$ cat config.mk
export PLATFORM = sky130hd
export DESIGN_NAME = issue_scheduler
export DESIGN_NICKNAME = d
export VERILOG_FILES = /design/src/rtl/issue_sched_pkg.sv /design/src/rtl/reg_scoreboard.sv /design/src/rtl/issue_scheduler.sv
export SDC_FILE = /design/constraint.sdc
export NUM_CORES = 1
export LEC_CHECK = 0
export BUFFER_PORTS_ARGS = -buffer_cell sky130_fd_sc_hd__buf_2
export CAP_MARGIN = 20
export CORE_MARGIN = 5
export CORE_UTILIZATION = 58
export DETAILED_ROUTE_END_ITERATION = 7
export PLACE_DENSITY = 0.81
export SLEW_MARGIN = 5
export SYNTH_ARGS = -nofsm -noshare
export SYNTH_HDL_FRONTEND = slang
export SYNTH_SLANG_ARGS = --single-unit
export TNS_END_PERCENT = 5
$ cat constraint.sdc
create_clock -name clk -period 3.3 [get_ports clk]
set_clock_uncertainty 0.15 [all_clocks]
set_input_delay 0.495 -clock clk [delete_from_list [all_inputs] [get_ports clk]]
set_output_delay 0.495 -clock clk [all_outputs]
set_load 0.01 [all_outputs]
$ cat src/rtl/issue_sched_pkg.sv
// Shared types for the issue scheduler: register index and decoded slot record.
// No logic here; latency and backpressure are defined by the users of these types.
package issue_sched_pkg;

  localparam int REG_W = 8;

  typedef logic [REG_W-1:0] reg_idx_t;

  typedef struct packed {
    reg_idx_t rd;
    reg_idx_t rs1;
    reg_idx_t rs2;
    logic     wr;
    logic     use1;
    logic     use2;
  } slot_t;

  // Register x0 is hardwired, so it never creates a dependency.
  function automatic logic hit(reg_idx_t a, logic a_en, reg_idx_t b, logic b_en);
    return a_en && b_en && (a != '0) && (a == b);
  endfunction

endpackage

$ cat src/rtl/reg_scoreboard.sv
// In-flight destination scoreboard: set on issue, clear on writeback, set wins.
// Updates one edge after the request; x0 is never tracked; no backpressure.
module reg_scoreboard
  import issue_sched_pkg::*;
#(
  parameter int NREGS = 32,
  parameter int LANES = 2
) (
  input  logic                     clk,
  input  logic                     rst_n,
  input  logic [LANES-1:0]         i_set_en,
  input  logic [LANES*REG_W-1:0]   i_set_idx,
  input  logic [LANES-1:0]         i_clr_en,
  input  logic [LANES*REG_W-1:0]   i_clr_idx,
  output logic [NREGS-1:0]         o_busy
);

  logic [NREGS-1:0] r_busy;
  logic [NREGS-1:0] w_set;
  logic [NREGS-1:0] w_clr;

  always_comb begin
    w_set = '0;
    w_clr = '0;
    for (int r = 1; r < NREGS; r++) begin
      for (int k = 0; k < LANES; k++) begin
        if (i_set_en[k] && (i_set_idx[k*REG_W +: REG_W] == reg_idx_t'(r))) w_set[r] = 1'b1;
        if (i_clr_en[k] && (i_clr_idx[k*REG_W +: REG_W] == reg_idx_t'(r))) w_clr[r] = 1'b1;
      end
    end
  end

  always_ff @(posedge clk or negedge rst_n) begin
    if (!rst_n) begin
      r_busy <= '0;
    end else begin
      r_busy <= (r_busy & ~w_clr) | w_set;
    end
  end

  assign o_busy = r_busy;

endmodule

$ cat src/rtl/issue_scheduler.sv
// N-lane issue scheduler: holds one bundle, issues each slot once its register hazards clear.
// Issue 1 cycle after accept; in_ready drops while any held slot stays blocked past this cycle.
module issue_scheduler
  import issue_sched_pkg::*;
#(
  parameter int LANES        = 2,
  parameter int NREGS        = 32,
  parameter int STRICT_ORDER = 1,
  parameter int CNT_W        = 16
) (
  input  logic                           clk,
  input  logic                           rst_n,
  input  logic                           in_valid,
  output logic                           in_ready,
  input  logic [LANES-1:0]               in_slot_valid,
  input  logic [LANES*$clog2(NREGS)-1:0] in_rd,
  input  logic [LANES*$clog2(NREGS)-1:0] in_rs1,
  input  logic [LANES*$clog2(NREGS)-1:0] in_rs2,
  input  logic [LANES-1:0]               in_wr,
  input  logic [LANES-1:0]               in_use1,
  input  logic [LANES-1:0]               in_use2,
  input  logic                           flush,
  output logic [LANES-1:0]               issue,
  output logic [LANES-1:0]               freeze,
  input  logic [LANES-1:0]               wb_valid,
  input  logic [LANES*$clog2(NREGS)-1:0] wb_rd,
  output logic [NREGS-1:0]               busy,
  output logic [CNT_W-1:0]               stall_cnt
);

  localparam int RW = $clog2(NREGS);

  slot_t                  r_slot [LANES];
  slot_t                  w_in_slot [LANES];
  logic [LANES-1:0]       r_pend;
  logic [CNT_W-1:0]       r_stall_cnt;
  logic [LANES-1:0]       w_elig;
  logic [LANES-1:0]       w_issue;
  logic                   w_accept;
  logic [NREGS-1:0]       w_busy;
  logic [LANES-1:0]       w_set_en;
  logic [LANES*REG_W-1:0] w_set_idx;
  logic [LANES*REG_W-1:0] w_clr_idx;

  function automatic logic reg_busy(logic [NREGS-1:0] vec, reg_idx_t idx, logic en);
    logic b;
    b = 1'b0;
    for (int r = 0; r < NREGS; r++) begin
      if (en && (idx != '0) && (idx == reg_idx_t'(r)) && vec[r]) b = 1'b1;
    end
    return b;
  endfunction

  for (genvar i = 0; i < LANES; i++) begin : g_lane
    logic             w_src_ok;
    logic             w_older_ok;
    logic             w_ok;
    logic [LANES-1:0] w_pair;

    assign w_in_slot[i] = '{rd:   reg_idx_t'(in_rd[i*RW +: RW]),
                            rs1:  reg_idx_t'(in_rs1[i*RW +: RW]),
                            rs2:  reg_idx_t'(in_rs2[i*RW +: RW]),
                            wr:   in_wr[i],
                            use1: in_use1[i],
                            use2: in_use2[i]};

    assign w_src_ok = !reg_busy(w_busy, r_slot[i].rs1, r_slot[i].use1) &&
                      !reg_busy(w_busy, r_slot[i].rs2, r_slot[i].use2) &&
                      !reg_busy(w_busy, r_slot[i].rd,  r_slot[i].wr);

    // RAW, WAW and WAR against every older slot still held.
    for (genvar j = 0; j < LANES; j++) begin : g_pair
      if (j < i) begin : g_older
        assign w_pair[j] = r_pend[j] & (
            hit(r_slot[j].rd, r_slot[j].wr, r_slot[i].rs1, r_slot[i].use1) |
            hit(r_slot[j].rd, r_slot[j].wr, r_slot[i].rs2, r_slot[i].use2) |
            hit(r_slot[j].rd, r_slot[j].wr, r_slot[i].rd,  r_slot[i].wr)   |
            hit(r_slot[i].rd, r_slot[i].wr, r_slot[j].rs1, r_slot[j].use1) |
            hit(r_slot[i].rd, r_slot[i].wr, r_slot[j].rs2, r_slot[j].use2));
      end else begin : g_none
        assign w_pair[j] = 1'b0;
      end
    end

    if (i == 0) begin : g_first
      assign w_older_ok = 1'b1;
    end else begin : g_chain
      assign w_older_ok = g_lane[i-1].w_older_ok & (~r_pend[i-1] | g_lane[i-1].w_ok);
    end

    assign w_ok      = r_pend[i] & w_src_ok & ~|w_pair & ((STRICT_ORDER == 0) | w_older_ok);
    assign w_elig[i] = w_ok;

    assign w_set_en[i]                  = w_issue[i] & r_slot[i].wr;
    assign w_set_idx[i*REG_W +: REG_W]  = r_slot[i].rd;
    assign w_clr_idx[i*REG_W +: REG_W]  = reg_idx_t'(wb_rd[i*RW +: RW]);
  end

  assign w_issue  = w_elig & {LANES{~flush}};
  assign issue    = w_issue;
  assign freeze   = r_pend & ~w_elig;
  assign in_ready = ~|(r_pend & ~w_issue) | flush;
  assign w_accept = in_valid & in_ready;

  always_ff @(posedge clk or negedge rst_n) begin
    if (!rst_n) begin
      r_pend      <= '0;
      r_stall_cnt <= '0;
      for (int i = 0; i < LANES; i++) r_slot[i] <= '0;
    end else begin
      if (w_accept) begin
        r_pend <= in_slot_valid;
        for (int i = 0; i < LANES; i++) r_slot[i] <= w_in_slot[i];
      end else if (flush) begin
        r_pend <= '0;
      end else begin
        r_pend <= r_pend & ~w_issue;
      end
      if (|freeze && !(&r_stall_cnt)) r_stall_cnt <= r_stall_cnt + CNT_W'(1);
    end
  end

  reg_scoreboard #(.NREGS(NREGS), .LANES(LANES)) u_sb (
    .clk       (clk),
    .rst_n     (rst_n),
    .i_set_en  (w_set_en),
    .i_set_idx (w_set_idx),
    .i_clr_en  (wb_valid),
    .i_clr_idx (w_clr_idx),
    .o_busy    (w_busy)
  );

  assign busy      = w_busy;
  assign stall_cnt = r_stall_cnt;

endmodule

==> impl_metrics.csv, run 1 <==
group,metric,value,unit
finish,diodes,0,
floorplan,fp.dieW,119,µm
critical_path,cp_max_fo,4,
finish,area_delta_synth_final,28.8,%
placement,dpl.cell_count,1041,
timing,layout_min_cycle_time,3.45,ns
global_route,antenna_found_initial,0,
synth,synth_ff_type,"dfrtp_1",
synth,synth_seq_cells,85,
timing,final.setup.worst_slack,-0.154,ns
synth,yosysSeqAreaShare,30.8,%
timing,worstMarginPinSlew,0.830,ns
synth,yosys.area_share.adder,0.181,%
synth,syn-instance-count,751,
routing,wl,27.2,mm
power,internal_power,3.21,mW
placement,dp_slack,-0.0198,ns
synth,synth_edf_count,0,
routing,dr.pass1.iters,7,
synth,avgSynthCellArea,9.20,µm²
floorplan,fp.dieH,119,µm
power,seqPwrFrac,33.2,%
clocking,cts_sinks,85,
floorplan,initial_utilization,59.7,%
critical_path,setup.worst_path.end_class,"output pin",
placement,gp_congestion,1.03,
timing,grt_setup_unrepaired,"true",
timing,finalMaxSlewViolations,0,
synth,syn-cell-area,0.00691,mm²
finish,fin_area,0.00890,mm²
floorplan,fp.dieArea,0.0142,mm²
timing,slew-limit-headroom,44.7,%
clocking,numCtsBuffers,9,
floorplan,num_io_pins,107,
power,p_comb_share,48.4,%
timing,min_period_over_period,105,%
routing,ant_nets,0,
power,leakage,3.97,nW
synth,ys_warn_count,0,
power,netSwitchingFraction,44.3,%
critical_path,crit_required,2.65,ns
power,p_sw,2.55,mW
run_status,status,"finished, violations left",
routing,drc,0,
power,powerDensity,648,mW/mm²
routing,wire_per_inst,25.1,µm
power,total_power,5.77,mW
finish,n_fill_cell,797,
power,irDropWorstVdd,0.000526,V
placement,dpl.hpwl,19.3,mm
critical_path,crit_type,"reg2out",
timing,fmax,290,MHz
floorplan,rows,39,
routing,vias,7534,
finish,post-route-util,76.9,%
clocking,path_clk_slew,0.07,ns
timing,setup_viol,5,
synth,synth_top_family_by_area,"simple AND/OR/NAND/NOR gates",
clocking,cts.htree.levels,3,
clocking,clock_path_buffers,2,
critical_path,arrival,2.81,ns
synth,synth-simple-area-share,22.2,%
synth,ys_types,80,
synth,ys_async_sr_fraction,100,%
floorplan,core_area,0.0116,mm²
clocking,cts_tree,"yes",
global_route,grt_start_max_net_pins,63,
finish,layout.cells.non_filler,1083,
synth,syn_nets,806,
finish,drive_above_1_share,38.3,%
critical_path,cp-start-kind,"flip-flop",
hold_path,hold_path.class,"in2async",
critical_path,reg2reg_depth,13,
global_route,grt_pass1_vias,7371,
global_route,grt-ovfl-total,0,
global_route,grt_pass1_wl,41.9,mm
run_status,violations,"setup timing",
finish,final_common_cell,"buf_4",
synth,synth-compound-area-share,21.2,%
routing,dr.first_iter.drc_count,1117,
finish,fin_nets,990,
synth,synth-xor-area-share,5.07,%
synth,synthMuxAreaShare,15.0,%
clocking,clockRootBuffer,"clkbuf_16",
timing,hold_viol_final,0,
placement,numPortBuffers,105,
clocking,clk_latency,0.36,ns
flow_run,drv_cap,0,
finish,final_cell_mix,"121 x buf_4, 101 x buf_2, 54 x dfrtp_1, 41 x nand2_1",
power,clkPwrFrac,18.4,%
global_route,track_usage,37.6,%
routing,avgViaCountPerCell,6.96,
clocking,cts_hold_buf,0,
placement,placed_cell_area,0.00815,mm²
cell type report:
| cell class | instances | area [µm²] | area share [%] |
|---|---|---|---|
| clock inverters | 7 | 73.8 | 0.830 |
| well taps | 143 | 179 | 2.01 |
| clock buffers | 9 | 225 | 2.53 |
| inverters | 13 | 48.8 | 0.548 |
| multi-input cells | 586 | 4550 | 51.2 |
| flip-flops and latches | 85 | 2170 | 24.3 |
| repair buffers | 240 | 1650 | 18.6 |
final timing paths:
check	start	endpoint	slack, ns
setup reg to reg	u_sb.o_busy[19]$_DFF_PN0_	u_sb.o_busy[17]$_DFF_PN0_	0.04
hold / removal	rst_n	r_slot[4]$_DFFE_PN0P_	0.06
min in group clk	in_rs1[1]	r_slot[39]$_DFFE_PN0P_	0.21
max in group asynchronous	rst_n	r_slot[40]$_DFFE_PN0P_	2.29
setup / recovery	u_sb.o_busy[19]$_DFF_PN0_	freeze[1]	-0.15
hold reg to reg	stall_cnt[14]$_DFFE_PN0P_	stall_cnt[14]$_DFFE_PN0P_	0.34
registers in the layout, summed over array words and instances, names as in the netlist:
signal / cells
r_pend: 2
r_slot: 36
stall_cnt: 16
u_sb.o_busy: 31
what timing repair did:
action / CTS / global route
gates resized for setup: 43 / 37
setup endpoints to repair: 6 / 15
pin swaps: 13 / 15
setup buffers: 22 / 5
cell usage after synthesis, types with 4 or more instances:
| master | instances | area (µm²) |
|---|---|---|
| nand3_1 | 29 | 145 |
| nor4_1 | 11 | 68.8 |
| nor3_1 | 21 | 105 |
| inv_1 | 12 | 45.0 |
| buf_1 | 6 | 22.5 |
| a21oi_1 | 21 | 105 |
| nor2_1 | 34 | 128 |
| nand3b_1 | 23 | 173 |
| mux2i_1 | 37 | 370 |
| buf_2 | 39 | 195 |
| or3_1 | 4 | 25.0 |
| and2_1 | 5 | 31.3 |
| a22oi_1 | 33 | 248 |
| mux2_1 | 4 | 45.0 |
| o21ai_1 | 22 | 110 |
| xnor2_1 | 6 | 52.6 |
| nor2b_1 | 17 | 106 |
| nand4b_1 | 4 | 35.0 |
| nand2_1 | 41 | 154 |
| clkbuf_1 | 17 | 63.8 |
| nand4_1 | 8 | 50.1 |
| and3_1 | 11 | 68.8 |
| a2bb2oi_1 | 20 | 175 |
| o41ai_1 | 4 | 35.0 |
| and4b_1 | 6 | 60.1 |
| nand2b_1 | 16 | 100 |
| xor2_1 | 34 | 298 |
| mux2_4 | 30 | 450 |
| o31ai_1 | 5 | 37.5 |
| a31oi_1 | 13 | 81.3 |
| nor3b_1 | 8 | 60.1 |
| o221ai_1 | 9 | 78.8 |
| o21ai_0 | 15 | 75.1 |
| and3b_1 | 4 | 35.0 |
| mux2_2 | 11 | 124 |
| dfrtp_1 | 85 | 2130 |
| o32ai_1 | 6 | 52.6 |
| a311oi_1 | 5 | 43.8 |
| o2bb2ai_1 | 6 | 52.6 |
critical path, stage by stage (launching register included):
cell and delay [ns]:
dfrtp_2 0.45, buf_4 0.17, nor3b_1 0.14, o21ai_1 0.14, o311ai_0 0.14, a2111o_1 0.45, a221oi_4 0.34, a21oi_4 0.15
buf_6 0.14, o21a_1 0.18, buf_2 0.14
routing by layer:
layer	track usage [%]	wire length, µm	vias to the layer above
li1	-	-	3229
met3	9.76	3230	115
met2	55.1	12100	574
met5	0	0	-
met1	50.5	10500	3616
met4	21.1	1400	0
metrics by stage:
| step | hold WS (ns) | TNS, ns |
|---|---|---|
| 4_1_cts | 0.0993 | -0.348 |
| 2_1_floorplan | 0.0494 | 0 |
| 6_report | 0.0604 | -0.635 |
| 3_3_place_gp | 0.317 | -0.0237 |
| 5_1_grt | 0.129 | -1.09 |
| 3_5_place_dp | 0.329 | -0.0198 |
power by group through the flow:
| stage | combinational [mW] | sequential, mW | clock (mW) |
|---|---|---|---|
| 2_1_floorplan | 1.48 | 1.64 | 0 |
| 3_3_place_gp | 2.42 | 1.88 | 0 |
| 3_5_place_dp | 2.45 | 1.90 | 0 |
| 4_1_cts | 2.63 | 1.86 | 1.06 |
| 5_1_grt | 2.96 | 1.92 | 1.11 |
| 6_report | 2.79 | 1.92 | 1.06 |
cell families (layout without fill, tap and decap cells):
group,count (synthesis),count (layout)
simple gates,262,262
compound gates,198,198
flops,85,85
mux,84,84
buf+inv,80,269
xor+xnor,40,40
fa+ha+maj,1,1
other cells,1,1
(Power assumes the default switching activity.)
==> run 2: changes to the inputs <==
--- a/config.mk
+++ b/config.mk
@@ -11,6 +11,7 @@
 export CORE_UTILIZATION = 58
 export DETAILED_ROUTE_END_ITERATION = 7
 export PLACE_DENSITY = 0.81
+export SKIP_LAST_GASP = 1
 export SLEW_MARGIN = 5
 export SYNTH_ARGS = -nofsm -noshare
 export SYNTH_HDL_FRONTEND = slang
==> run 2 against run 1 <==
Compared with the run above:
- the run still ends with setup timing left
- non-clock buffer count up 1
- worst hold slack gained 0.00057 ns
- design area decreased by 0.30%
- maximum frequency shrank 0.38%
- sequential power hardly changed
- die area stayed put
- global-route usage is essentially flat
- combinational power about the same
- sequential share of layout area up 0.058 points
- flip-flop and latch count unchanged
- count of clock-buffer cells in the layout is the same
- highest routed layer is now met5
==> impl_metrics.csv, run 2 (synthesis gave the netlist of run 1 again) <==
group,metric,value,unit
routing,dr.pass1.iters,7,
timing,grt_setup_unrepaired,"true",
critical_path,cp-start-kind,"flip-flop",
critical_path,critPathBufInv,3,
critical_path,crit_top_cell,"buf_6",
routing,dr.first_iter.drc_count,1006,
power,seqPwrFrac,33.2,%
run_status,violations,"setup timing",
power,p_comb_share,48.4,%
clocking,cts_tree,"yes",
power,irDropWorstVdd,0.000531,V
timing,tns,-0.665,ns
critical_path,crit_type,"reg2out",
placement,numPortBuffers,105,
clocking,cts.htree.levels,3,
timing,hold_viol_final,0,
power,powerDensity,649,mW/mm²
power,p_sw,2.55,mW
finish,largest_register,"r_slot",
flow_run,drv_cap,0,
finish,layout.cells.non_filler,1084,
finish,fin_nets,991,
clocking,cts_sinks,85,
clocking,clk_latency,0.36,ns
floorplan,initial_utilization,59.7,%
critical_path,crit_required,2.65,ns
clocking,clock_path_buffers,2,
power,clkPwrFrac,18.3,%
floorplan,fp.dieW,119,µm
critical_path,arrival,2.82,ns
global_route,grt_pass1_vias,7340,
clocking,path_clk_slew,0.07,ns
routing,vias,7486,
timing,finalMaxSlewViolations,0,
critical_path,crit_slowest_cell,"dfrtp_2",
clocking,numCtsBuffers,9,
timing,fmax,288,MHz
power,total_power,5.76,mW
timing,min_period_over_period,105,%
global_route,grt_start_max_net_pins,63,
placement,gp_congestion,1.03,
floorplan,core_area,0.0116,mm²
finish,fin_area,0.00887,mm²
critical_path,critical-path-top-delay-family,"compound AO/OA/AOI/OAI gates",
finish,final_cell_mix,"123 x buf_4, 103 x buf_2, 55 x dfrtp_1, 41 x nand2_1, 36 x mux2i_1",
floorplan,fp.dieH,119,µm
hold_path,hold_path.class,"in2async",
finish,area_delta_synth_final,28.4,%
finish,final_common_cell,"buf_4",
critical_path,setup.worst_path.end_class,"output pin",
floorplan,rows,39,
placement,placed_cell_area,0.00815,mm²
power,netSwitchingFraction,44.3,%
run_status,status,"finished, violations left",
critical_path,path_cells,"nor4b_1 > a41oi_1 > o221ai_2 > a211o_1 > a32oi_2 > nand4_1 > buf_6 > nor3_4 > buf_6 > buf_6",
finish,diodes,0,
critical_path,max_stage_delay,0.55,ns
power,leakage,3.94,nW
placement,dpl.cell_count,1041,
routing,ant_nets,0,
floorplan,fp.dieArea,0.0142,mm²
timing,final.setup.worst_slack,-0.167,ns
critical_path,cp_max_fo,8,
finish,drive_above_1_share,38.2,%
global_route,grt-ovfl-total,0,
finish,post-route-util,76.7,%
power,internal_power,3.21,mW
global_route,antenna_found_initial,1,
routing,wire_per_inst,24.9,µm
global_route,grt_pass1_wl,41.9,mm
routing,wl,27.0,mm
finish,largest_reg_flops,36,
timing,setup_viol,9,
routing,drc,0,
global_route,track_usage,37.6,%
timing,slew-limit-headroom,44.9,%
timing,worstMarginPinSlew,0.826,ns
timing,layout_min_cycle_time,3.47,ns
routing,avgViaCountPerCell,6.91,
placement,dpl.hpwl,19.3,mm
clocking,clockRootBuffer,"clkbuf_16",
floorplan,num_io_pins,107,
[run 2: cell types whose count changed in the layout (fill, tap and decap cells not counted), moves of 2 or more]
| cell | previous run | this run |
|---|---|---|
| mux2_2 | 5 | 11 |
| buf_2 | 101 | 103 |
| buf_6 | 12 | 7 |
| buf_4 | 121 | 123 |
| mux2_4 | 36 | 30 |
| buf_12 | 5 | 7 |
[run 2: cell type report]
class | instances | area [µm²]
fillers | 797 | 2690
clock buffers | 9 | 225
clock inverters | 7 | 73.8
repair buffers | 241 | 1660
multi-input cells | 586 | 4520
well taps | 143 | 179
inverters | 13 | 48.8
flip-flops and latches | 85 | 2160
[run 2: metrics by stage]
stage                     setup slack [ns]  hold WS [ns]
final                               -0.167        0.0610
after global routing                -0.227         0.129
after CTS                           -0.122        0.0993
after detailed placement           -0.0198         0.329
after global placement             -0.0237         0.317
after floorplan                      0.339        0.0494
[run 2: path summary, 6_finish.rpt]
path	slack, ns	cells after the start	start	endpoint
max in group asynchronous	2.28	2	rst_n	r_slot[40]$_DFFE_PN0P_
setup reg to reg	0	14	r_slot[49]$_DFFE_PN0P_	r_slot[48]$_DFFE_PN0P_
min in group clk	0.21	2	in_rs2[0]	r_slot[30]$_DFFE_PN0P_
setup / recovery	-0.17	10	u_sb.o_busy[16]$_DFF_PN0_	issue[1]
hold / removal	0.06	1	rst_n	r_slot[4]$_DFFE_PN0P_
hold reg to reg	0.34	1	stall_cnt[14]$_DFFE_PN0P_	stall_cnt[14]$_DFFE_PN0P_
[run 2: worst reg2reg max path, cell delays in order, from the launching register on]
cell	delay, ns
dfrtp_2	0.42
buf_4	0.15
buf_4	0.15
xor2_1	0.17
nor4_2	0.30
nand3_1	0.19
a311oi_2	0.27
nor4_1	0.07
nand4_1	0.14
buf_6	0.15
a21oi_4	0.06
buf_4	0.15
o21ai_4	0.16
buf_12	0.25
mux2_2	0.41
[run 2: timing repair]
action	4_1_cts	5_1_grt
cloned	0	0
pin swaps	13	14
setup buffers	22	6
gates resized for setup	38	26
hold buffers	0	0
endpoints found under the setup margin	6	17
[run 2: routing by layer]
metal / up-vias / wire length, µm / global-route usage [%] / share of wire (%)
met2: 576 / 11900 / 55.2 / 44
met5: - / 9 / 0 / 0.033
met1: 3555 / 10200 / 50.9 / 38
met4: 2 / 1510 / 20.6 / 5.6
li1: 3220 / - / - / -
met3: 133 / 3480 / 9.15 / 13
[run 2: power by group through the flow]
stage / Combinational (mW) / Clock [mW] / Sequential, mW
2_1_floorplan: 1.48 / 0 / 1.64
3_3_place_gp: 2.42 / 0 / 1.88
3_5_place_dp: 2.45 / 0 / 1.90
4_1_cts: 2.62 / 1.06 / 1.85
5_1_grt: 2.95 / 1.11 / 1.91
6_report: 2.79 / 1.06 / 1.92
==> run 3: changes to the inputs <==
==> constraint.sdc (replaced) <==
create_clock -name clk -period 3.3 [get_ports clk]
set_clock_uncertainty 0.15 [all_clocks]
set_input_delay 0.66 -clock clk [delete_from_list [all_inputs] [get_ports clk]]
set_output_delay 0.66 -clock clk [all_outputs]
set_load 0.01 [all_outputs]
==> run 3 against run 2 <==
Compared with the run above:
- register-to-register slack lost 0.05 ns
- non-clock buffer count decreased by 3
- global-route usage down 0.46 points
- sequential power is essentially flat
- utilization fell by 0.18 points
- critical endpoint is now in_ready
- flip-flop and latch count is the same
- clock power is 4% lower
- via count increased by 1.0%
- worst hold slack better by 0.088 ns
- the flow still finishes with violations (setup timing)
- sequential share of layout area barely moved
- die area unchanged
==> impl_metrics.csv, run 3 (synthesis gave the netlist of run 1 again) <==
group,metric,value,unit
critical_path,cp_max_fo,17,
timing,layout_min_cycle_time,3.62,ns
critical_path,r2r_start,"r_slot[33]$_DFFE_PN0P_",
clocking,cts_tree,"yes",
timing,fmax,276,MHz
finish,area_delta_synth_final,28.1,%
power,p_comb_share,49.3,%
critical_path,startpoint,"r_slot[4]$_DFFE_PN0P_",
hold_path,hold_path.class,"in2async",
finish,final_common_cell,"buf_4",
finish,final_cell_mix,"120 x buf_4, 101 x buf_2, 62 x dfrtp_1, 41 x nand2_1, 36 x mux2i_1",
run_status,status,"finished, violations left",
global_route,track_usage,37.1,%
global_route,antenna_found_initial,0,
power,seqPwrFrac,33.0,%
floorplan,fp.dieArea,0.0142,mm²
power,powerDensity,649,mW/mm²
clocking,clk_latency,0.36,ns
power,clkPwrFrac,17.7,%
global_route,grt_pass1_wl,41.5,mm
clocking,cts.htree.levels,3,
timing,min_period_over_period,110,%
finish,layout.cells.non_filler,1081,
routing,vias,7563,
routing,wl,26.9,mm
finish,multi_input_area,0.00450,mm²
placement,gp_congestion,1.14,
critical_path,cp-start-kind,"flip-flop",
critical_path,arrival,2.81,ns
flow_run,drv_cap,0,
power,irDropWorstVdd,0.000559,V
floorplan,core_area,0.0116,mm²
finish,fin_area,0.00885,mm²
floorplan,fp.dieH,119,µm
clocking,path_clk_slew,0.07,ns
timing,tns,-1.55,ns
global_route,grt_start_max_net_pins,48,
routing,ant_nets,0,
floorplan,num_io_pins,107,
run_status,violations,"setup timing",
finish,largest_register,"r_slot",
clocking,numCtsBuffers,9,
placement,placed_cell_area,0.00825,mm²
timing,setup_viol,23,
global_route,grt-ovfl-total,0,
placement,numPortBuffers,105,
timing,final.setup.worst_slack,-0.319,ns
finish,drive_above_1_share,37.0,%
routing,drc,0,
critical_path,crit_required,2.49,ns
clocking,clock_path_buffers,2,
finish,seq_area,0.00216,mm²
routing,avgViaCountPerCell,7.00,
power,p_sw,2.52,mW
routing,dr.first_iter.drc_count,1208,
timing,slew-limit-headroom,57.7,%
finish,n_fill_cell,835,
global_route,grt_pass1_vias,7475,
finish,largest_reg_flops,36,
critical_path,crit_type,"reg2out",
clocking,cts_sinks,85,
power,total_power,5.74,mW
power,leakage,3.94,nW
timing,grt_setup_unrepaired,"true",
placement,dpl.hpwl,19.6,mm
floorplan,fp.dieW,119,µm
finish,post-route-util,76.5,%
timing,finalMaxSlewViolations,0,
finish,diodes,0,
timing,hold_viol_final,0,
routing,wire_per_inst,24.9,µm
critical_path,setup.worst_path.end_class,"output pin",
routing,dr.pass1.iters,6,
power,internal_power,3.22,mW
power,netSwitchingFraction,44.0,%
floorplan,rows,39,
finish,fin_nets,988,
placement,dpl.cell_count,1047,
floorplan,initial_utilization,59.7,%
clocking,clockRootBuffer,"clkbuf_16",
clocking,cts_hold_buf,0,
timing,worstMarginPinSlew,0.633,ns
## run 3: cell types whose count changed in the layout (fill, tap and decap cells not counted), sizes merged
cell,change
clkinvlp,+1
clkinv,-1
buf,-3
## run 3: power by group through the flow
stage	Combinational, mW	Sequential, mW	Clock [mW]
after floorplan	1.48	1.64	0
after global placement	2.53	1.84	0
after detailed placement	2.57	1.86	0
after CTS	2.64	1.84	1.03
after global routing	2.98	1.89	1.08
final	2.83	1.89	1.02
## run 3: final timing paths
| kind | to | slack [ns] | cells past startpoint |
|---|---|---|---|
| min in group clk | stall_cnt[15]$_DFFE_PN0P_ | 0.34 | 1 |
| max reg2reg | r_slot[48]$_DFFE_PN0P_ | -0.05 | 13 |
| max in group asynchronous | r_slot[22]$_DFFE_PN0P_ | 2.16 | 2 |
| min reg2reg | stall_cnt[15]$_DFFE_PN0P_ | 0.34 | 1 |
| max | in_ready | -0.32 | 12 |
| min | r_slot[3]$_DFFE_PN0P_ | 0.15 | 1 |
## run 3: repair_timing
item | CTS | global route
endpoints found under the setup margin | 45 | 69
buffers inserted | 8 | 11
resized for setup | 21 | 32
endpoints found under the hold margin | 0 | 0
pin swaps | 9 | 18
## run 3: cell type report
class | instances | share of cell area, %
Timing Repair Buffer | 238 | 18.8
Sequential cell | 85 | 24.4
Multi-Input combinational cell | 586 | 50.9
Inverter | 13 | 0.551
Tap cell | 143 | 2.02
Clock inverter | 7 | 0.820
Clock buffer | 9 | 2.54
## run 3: worst max-delay path, stage by stage (launching register included)
cell	delay, ns
dfrtp_1	0.41
buf_6	0.13
buf_12	0.14
and4b_1	0.19
o21ai_1	0.12
o211ai_1	0.11
a211o_1	0.29
a32oi_2	0.31
nand4_1	0.20
buf_6	0.19
a21oi_4	0.13
or2_4	0.15
buf_6	0.09
## run 3: through the flow
stage / worst slack (ns) / hold slack, ns
2_1_floorplan: 0.217 / 0.214
3_3_place_gp: -0.0625 / 0.319
3_5_place_dp: -0.0905 / 0.327
4_1_cts: -0.262 / 0.166
5_1_grt: -0.350 / 0.181
6_report: -0.319 / 0.149
## run 3: routing by layer
layer  part of all wire [%]  vias up  global-route usage (%)
li1                       -     3220                       -
met2                     43      577                    54.6
met5                      0        -                       0
met3                     13      167                    11.6
met4                    6.5        0                    20.1
met1                     38     3599                    48.7
